[src/rtl/x25519_pkg.sv]
// x25519_pkg: shared widths and scalar helpers for the x25519 frame loader
package x25519_pkg;
    localparam int FIELD_BITS = 255;
    localparam int FRAME_BYTES = 64;
    localparam int SCALAR_BYTES = 32;
    typedef enum logic {LOAD, DRAIN} asm_state_t;
    function automatic logic [FIELD_BITS-1:0] clamp(input logic [8*SCALAR_BYTES-1:0] s, input logic en);
        return en ? {1'b1, s[253:3], 3'b000} : s[FIELD_BITS-1:0];
    endfunction
    function automatic logic [FIELD_BITS-1:0] field_of(input logic [8*SCALAR_BYTES-1:0] v);
        return v[FIELD_BITS-1:0];
    endfunction
endpackage

[src/rtl/x25519_loader_if.sv]
// x25519_loader_if: byte-stream input and curve25519 core handshake bundle
interface x25519_loader_if;
    import x25519_pkg::*;
    logic [7:0] in_data;
    logic in_valid;
    logic in_last;
    logic in_ready;
    logic core_start;
    logic [FIELD_BITS-1:0] core_n;
    logic [FIELD_BITS-1:0] core_q;
    logic core_done;
    logic busy;
    logic frame_err;
    modport master (
        output in_data, in_valid, in_last, core_done,
        input in_ready, core_start, core_n, core_q, busy, frame_err
    );
    modport slave (
        input in_data, in_valid, in_last, core_done,
        output in_ready, core_start, core_n, core_q, busy, frame_err
    );
endinterface

[src/rtl/x25519_byte_assembler.sv]
// x25519_byte_assembler: collects 64-byte frames and flags framing errors
module x25519_byte_assembler
    import x25519_pkg::*;
(
    input logic clock,
    input logic reset_n,
    input logic [7:0] in_data,
    input logic in_valid,
    input logic in_last,
    input logic hold,
    output logic in_ready,
    output logic frame_done,
    output logic frame_err,
    output logic [8*FRAME_BYTES-1:0] frame
);
    asm_state_t state, state_nx;
    logic [5:0] count, count_nx;
    logic live, accept, at_end, err_nx;
    assign in_ready = live & ~hold;
    assign accept = in_valid & in_ready;
    assign at_end = count == 6'(FRAME_BYTES - 1);
    assign frame_done = accept & (state == LOAD) & at_end & in_last;
    always_comb begin
        state_nx = state;
        count_nx = count;
        err_nx = 1'b0;
        if (accept && state == DRAIN) begin
            state_nx = in_last ? LOAD : DRAIN;
        end else if (accept) begin
            count_nx = (in_last || at_end) ? 6'd0 : count + 6'd1;
            state_nx = (at_end && !in_last) ? DRAIN : LOAD;
            err_nx = in_last ^ at_end;
        end
    end
    always_ff @(posedge clock) begin
        if (!reset_n) begin
            state <= LOAD;
            count <= 6'd0;
            live <= 1'b0;
            frame_err <= 1'b0;
        end else begin
            state <= state_nx;
            count <= count_nx;
            live <= 1'b1;
            frame_err <= err_nx;
        end
    end
    // buffer needs no reset: every byte is rewritten before a frame can complete
    always_ff @(posedge clock) begin
        if (accept && state == LOAD) frame[{count, 3'b000} +: 8] <= in_data;
    end
endmodule

[src/rtl/x25519_loader.sv]
// x25519_loader: frames serial bytes into scalar/u-coordinate and issues core operations
module x25519_loader
    import x25519_pkg::*;
#(
    parameter bit CLAMP = 1'b1
) (
    input logic clock,
    input logic reset_n,
    x25519_loader_if.slave bus
);
    logic [8*FRAME_BYTES-1:0] frame;
    logic frame_done, pending, busy_q, start_q, issue;
    logic [FIELD_BITS-1:0] n_q, q_q;
    x25519_byte_assembler u_asm (
        .clock(clock),
        .reset_n(reset_n),
        .in_data(bus.in_data),
        .in_valid(bus.in_valid),
        .in_last(bus.in_last),
        .hold(pending),
        .in_ready(bus.in_ready),
        .frame_done(frame_done),
        .frame_err(bus.frame_err),
        .frame(frame)
    );
    // issue only from registered busy so core_done never reaches core_start combinationally
    assign issue = pending & ~busy_q;
    always_ff @(posedge clock) begin
        if (!reset_n) begin
            pending <= 1'b0;
            busy_q <= 1'b0;
            start_q <= 1'b0;
            n_q <= '0;
            q_q <= '0;
        end else begin
            start_q <= issue;
            pending <= frame_done | (pending & ~issue);
            busy_q <= issue | (busy_q & ~bus.core_done);
            if (issue) begin
                n_q <= clamp(frame[8*SCALAR_BYTES-1:0], CLAMP);
                q_q <= field_of(frame[8*FRAME_BYTES-1:8*SCALAR_BYTES]);
            end
        end
    end
    assign bus.core_start = start_q;
    assign bus.busy = busy_q;
    assign bus.core_n = n_q;
    assign bus.core_q = q_q;
endmodule

[src/flat_wrapper.sv]
// flat-port wrapper written by rule: the top's interface ports become plain ports
module x25519_loader_flat import x25519_pkg::*;
#(
    parameter bit CLAMP = 1'b1
)
  (clock, reset_n, bus_in_data, bus_in_valid, bus_in_last, bus_core_done, bus_in_ready, bus_core_start, bus_core_n, bus_core_q, bus_busy, bus_frame_err);
  x25519_loader_if bus_i ();
  input logic clock;
  input logic reset_n;
  input wire logic [$bits(bus_i.in_data)-1:0] bus_in_data;
  input wire logic [$bits(bus_i.in_valid)-1:0] bus_in_valid;
  input wire logic [$bits(bus_i.in_last)-1:0] bus_in_last;
  input wire logic [$bits(bus_i.core_done)-1:0] bus_core_done;
  output wire logic [$bits(bus_i.in_ready)-1:0] bus_in_ready;
  output wire logic [$bits(bus_i.core_start)-1:0] bus_core_start;
  output wire logic [$bits(bus_i.core_n)-1:0] bus_core_n;
  output wire logic [$bits(bus_i.core_q)-1:0] bus_core_q;
  output wire logic [$bits(bus_i.busy)-1:0] bus_busy;
  output wire logic [$bits(bus_i.frame_err)-1:0] bus_frame_err;
  assign bus_i.in_data = bus_in_data;
  assign bus_i.in_valid = bus_in_valid;
  assign bus_i.in_last = bus_in_last;
  assign bus_i.core_done = bus_core_done;
  assign bus_in_ready = bus_i.in_ready;
  assign bus_core_start = bus_i.core_start;
  assign bus_core_n = bus_i.core_n;
  assign bus_core_q = bus_i.core_q;
  assign bus_busy = bus_i.busy;
  assign bus_frame_err = bus_i.frame_err;
  x25519_loader #(.CLAMP(CLAMP)) u_core (.clock(clock), .reset_n(reset_n), .bus(bus_i));
endmodule
[config.mk]
export PLATFORM = sky130hd
export DESIGN_NAME = x25519_loader_flat
export DESIGN_NICKNAME = d
export VERILOG_FILES = /design/src/rtl/x25519_pkg.sv /design/src/rtl/x25519_loader_if.sv /design/src/rtl/x25519_byte_assembler.sv /design/src/rtl/x25519_loader.sv /design/src/flat_wrapper.sv
export SDC_FILE = /design/constraint.sdc
export NUM_CORES = 2
export LEC_CHECK = 0
export ABC_AREA = 1
export CORE_MARGIN = 2
export CORE_UTILIZATION = 60
export CTS_CLUSTER_SIZE = 8
export DETAILED_ROUTE_END_ITERATION = 10
export GPL_TIMING_DRIVEN = 1
export PLACE_DENSITY_LB_ADDON = 0.15
export SLEW_MARGIN = 20
export SYNTH_ARGS = -nofsm -noshare
export SYNTH_HDL_FRONTEND = slang
export SYNTH_HIERARCHICAL = 1
export SYNTH_SLANG_ARGS = --single-unit
export TNS_END_PERCENT = 10
[constraint.sdc]
create_clock -name clock -period 6.7 [get_ports clock]
set_input_delay 1.34 -clock clock [delete_from_list [all_inputs] [get_ports clock]]
set_output_delay 1.34 -clock clock [all_outputs]
set_load 0.03 [all_outputs]
; Word-level counts from Yosys, hierarchy flattened
; Cells that the tools add are included.
[classes]
addsub = 2
n_eq_ne = 1
n_shift = 2
muxes = 7
n_bitwise = 19
n_reduce_logical = 8
[op_table]
columns = op, n
row1 = 512-bit bitwise mux, 1
row2 = 8-bit by 11-bit variable shift with 512-bit output (first input constant), 1
row3 = 8-bit by 11-bit indexed part select with 512-bit output, 1
row4 = 9-bit negation with 11-bit output, 1
row5 = 1-bit AND, 8
row6 = 1-bit NOT, 8
row7 = 6-bit by 1-bit adder with 6-bit output (second input constant), 1
row8 = 6-bit equality test (second input constant), 1
row9 = 6-bit two-way mux, 1
row10 = 1-bit two-way mux, 5
row11 = 1-bit logical AND, 3
row12 = 3-bit OR reduction, 1
row13 = 1-bit OR, 2
row14 = 2-bit AND reduction, 1
row15 = 2-bit nonzero test, 1
row16 = 1-bit logical NOT, 1
row17 = 1-bit logical OR, 1
row18 = 1-bit XOR, 1
[totals]
ff_bits = 1031
input_bits = 13
output_inout_bits = 514

; Logic depth before layout (Yosys ltp)
[depth]
ltp_word = 7
mapped_depth = 12
ltp_nobuf = 10

; Cells and area by module
; Netlist, hierarchy kept.
[modules_own_cells]
columns = mod, instances, cells_per_inst, area_per_inst_um2, seq_area_each_um2
row1 = x25519_loader, 1, 3282, 21580.7, 10209.8
row2 = x25519_byte_assembler, 1, 1533, 19781.5, 15554.9

; Least setup slack after synthesis
; No wires, ideal clock.
[synth_timing]
kind = register to register
startpoint = reg, netlist name u_core/u_asm/count[0]
endpoint = reg u_core.u_asm.frame[400], enable pin
t_arrival_ns = 2.306
required_ns = 6.330
setup_slack_ns = 4.023
stages_incl_launch_ff = 11
path_buffers = 3
cell_sequence = dfxtp_1 -> buf_4 -> inv_4 -> ha_1 -> xnor2_1 -> buf_2 -> nand4_1 -> nor2_1 -> nand2_1 -> buf_2 -> nor2_1
[synth_lines]
columns = element, line
row1 = "end signal, assigned by index", x25519_byte_assembler.sv:50  ; if (accept && state == LOAD) frame[{count, 3'b000} +: 8] <= in_data;
row2 = "end, declared", x25519_byte_assembler.sv:14  ; output logic [8*FRAME_BYTES-1:0] frame

==> results.yml <==
power_and_ir_drop:
  peakVddDrop_uv: 224
  power_density_nw_per_um2: 273
  finalPower_mw: 13.8
  power_leakage_nw: 19.9
timing:
  grt_setup_unrepaired: "false"
  finalHoldViolCount: 0
  drv_slew: 0
  fmax_ghz: 0.220
  fin_crit_sh_pct: 67.9
  finClkSkew_ns: 0.0173
  tightest_slew_ns: 1.28
  setup-tns-final_ns: 0
  setup-violations-final: 0
  layout_min_cycle_time_ns: 4.55
  hold_ws_ns: 0.476
  layout_setup_ws_ns: 2.15
  relSlewSlack_pct: 14.4
route:
  drt_iter0_drc: 4318
  vias_per_cell: 5.47
  wl_per_cell_um: 20.9
  drc: 0
  dr.pass1.iters: 6
  wl_um: 129000
  antenna_left: 0
  vias: 33800
min_path:
  whs_path_depth: 2
  holdPathEnd: "u_core/bus.core_q[21]"
  hold_start: "u_core/bus.core_q[21]"
  hp-class: "reg -> reg"
cts:
  cts-resized-gates: 0
  cts_setup_buffers: 0
  cts_root_buffer: "clkbuf_16"
  cts_buffers: 146
  cts_tree: "done"
  clk_path_buf_depth: 3
  cts_sinks: 1025
  hold_buffers: 0
  h-tree-depth: 4
  clk_latency_ns: 0.72
  path_clk_slew_ns: 0.05
final_layout:
  final_nets: 5198
  area.sequential_um2: 25600
  drive_above_1_share_pct: 4.44
  fillers: 4973
  multi_input_area_um2: 11800
  fin_cells: 6174
  syn_to_final_growth_pct: 22.6
yosys:
  syn_area_per_cell_um2: 8.57
  syn_inst: 4801
  synth_area_um2: 41200
  synth_warnings: 6
placement:
  dp_hpwl_um: 86600
  portBuffers: 523
  pre_cts_slack_ns: 2.24
  dp.cells: 5913
  finalWeightedCongestion: 1.02
setup_path:
  reg2reg_slack_ns: 2.15
  r2r_end: "u_core/u_asm/frame[15]"
  cp.arrival_ns: 4.91
  r2r-start: "u_core/u_asm/count[0]"
  critical_path_class: "reg -> reg"
  cp.required_ns: 7.06
  cp_max_fo: 55
  rr_worst_depth: 9
  critPathLaunchType: "flip-flop"
  worst_setup_path_end_kind: "flip-flop"
outcome:
  status: "finished, final reports clean"
global_routing:
  gr-total-overflow: 0
  antenna_found_initial: 4
  grt_max_degree: 228
  grt_pass1_vias: 31400
  grt_usage_pct: 36.1
  grt_pass1_wl_um: 190000
die:
  core_area_um2: 68200
  start_util_pct: 60.3
  die_width_um: 266
  die_y_um: 266
  ios: 527
  num_rows: 96
  die-area_um2: 70700
run:
  maxCapViolations: 0
==> how the worst max path moves through the flow <==
stage | slack, ns | to | from | cells past startpoint
2_1_floorplan | 4.02 | u_core/u_asm/frame[400] | u_core/u_asm/count[0] | 10
3_3_place_gp | 2.30 | u_core/u_asm/frame[270] | bus_in_valid | 5
3_5_place_dp | 2.24 | u_core/u_asm/frame[15] | bus_in_valid | 5
4_1_cts | 2.39 | u_core/u_asm/frame[268] | u_core/u_asm/count[0] | 8
5_1_grt | 2.06 | u_core/u_asm/frame[330] | u_core/u_asm/count[0] | 8
6_report | 2.15 | u_core/u_asm/frame[15] | u_core/u_asm/count[0] | 9
==> sequential cells by signal, summed over array words and instances (netlist names), 6 cells and up <==
register and cells:
u_core/u_asm/frame 506, u_core/bus.core_q 255, u_core/bus.core_n 252, u_core/u_asm/count 6
==> layout make-up <==
class	instances	share of cell area (%)
inverters	579	4.33
clock inverters	11	0.278
flip-flops and latches	1025	50.7
well taps	882	2.19
repair buffers	543	10.9
clock buffers	249	8.22
diodes	1	0.00496
multi-input cells	2884	23.4
==> metal layers <==
layer  wire length [um]  vias to the layer above  global-route usage, %
li1                   -                    15600                      -
met1              50100                    15900                   49.1
met2              58700                     1965                   55.6
met3              14400                      307                   7.37
met4               5900                        4                   17.5
met5                 22                        -                      0
==> cells in the final DEF, fill, tap and decap left out, drive strengths merged <==
master,instances
nor2,1610
nand2,663
inv,584
nand3,553
clkdlybuf4s50,522
dfxtp,519
edfxtp,506
clkbuf,249
nor3,26
buf,21
nand4,7
ha,6
clkinv,6
a21oi,5
o21ai,5
conb,3
nor4,3
diode,1
xnor2,1
a211oi,1
o21bai,1
==> stage by stage <==
| step | cell area, um^2 | util (%) |
|---|---|---|
| 6_report | 50400 | 73.9 |
| 5_1_grt | 50400 | 73.9 |
| 3_3_place_gp | 46100 | 67.6 |
| 2_1_floorplan | 41200 | - |
| 4_1_cts | 50400 | 73.9 |
| 3_5_place_dp | 46100 | 67.6 |
==> power by group <==
part / total (mW) / internal (mW) / switching, mW
registers: 6.54 / 6.53 / 0.00325
logic: 0.423 / 0.0751 / 0.348
clock network: 6.83 / 4.18 / 2.65
total: 13.8 / 10.8 / 3.00
==> worst max-delay path, cell delays in order (launching register included) <==
cell and delay (ns):
dfxtp_1 0.70, inv_4 0.16, nand3_2 0.13, o21ai_2 0.07, nand2_4 0.55, clkinv_2 0.69
nand2_4 0.32, inv_2 0.16, nand2_2 0.92, nor2_1 0.45
(Power assumes the default switching activity.)
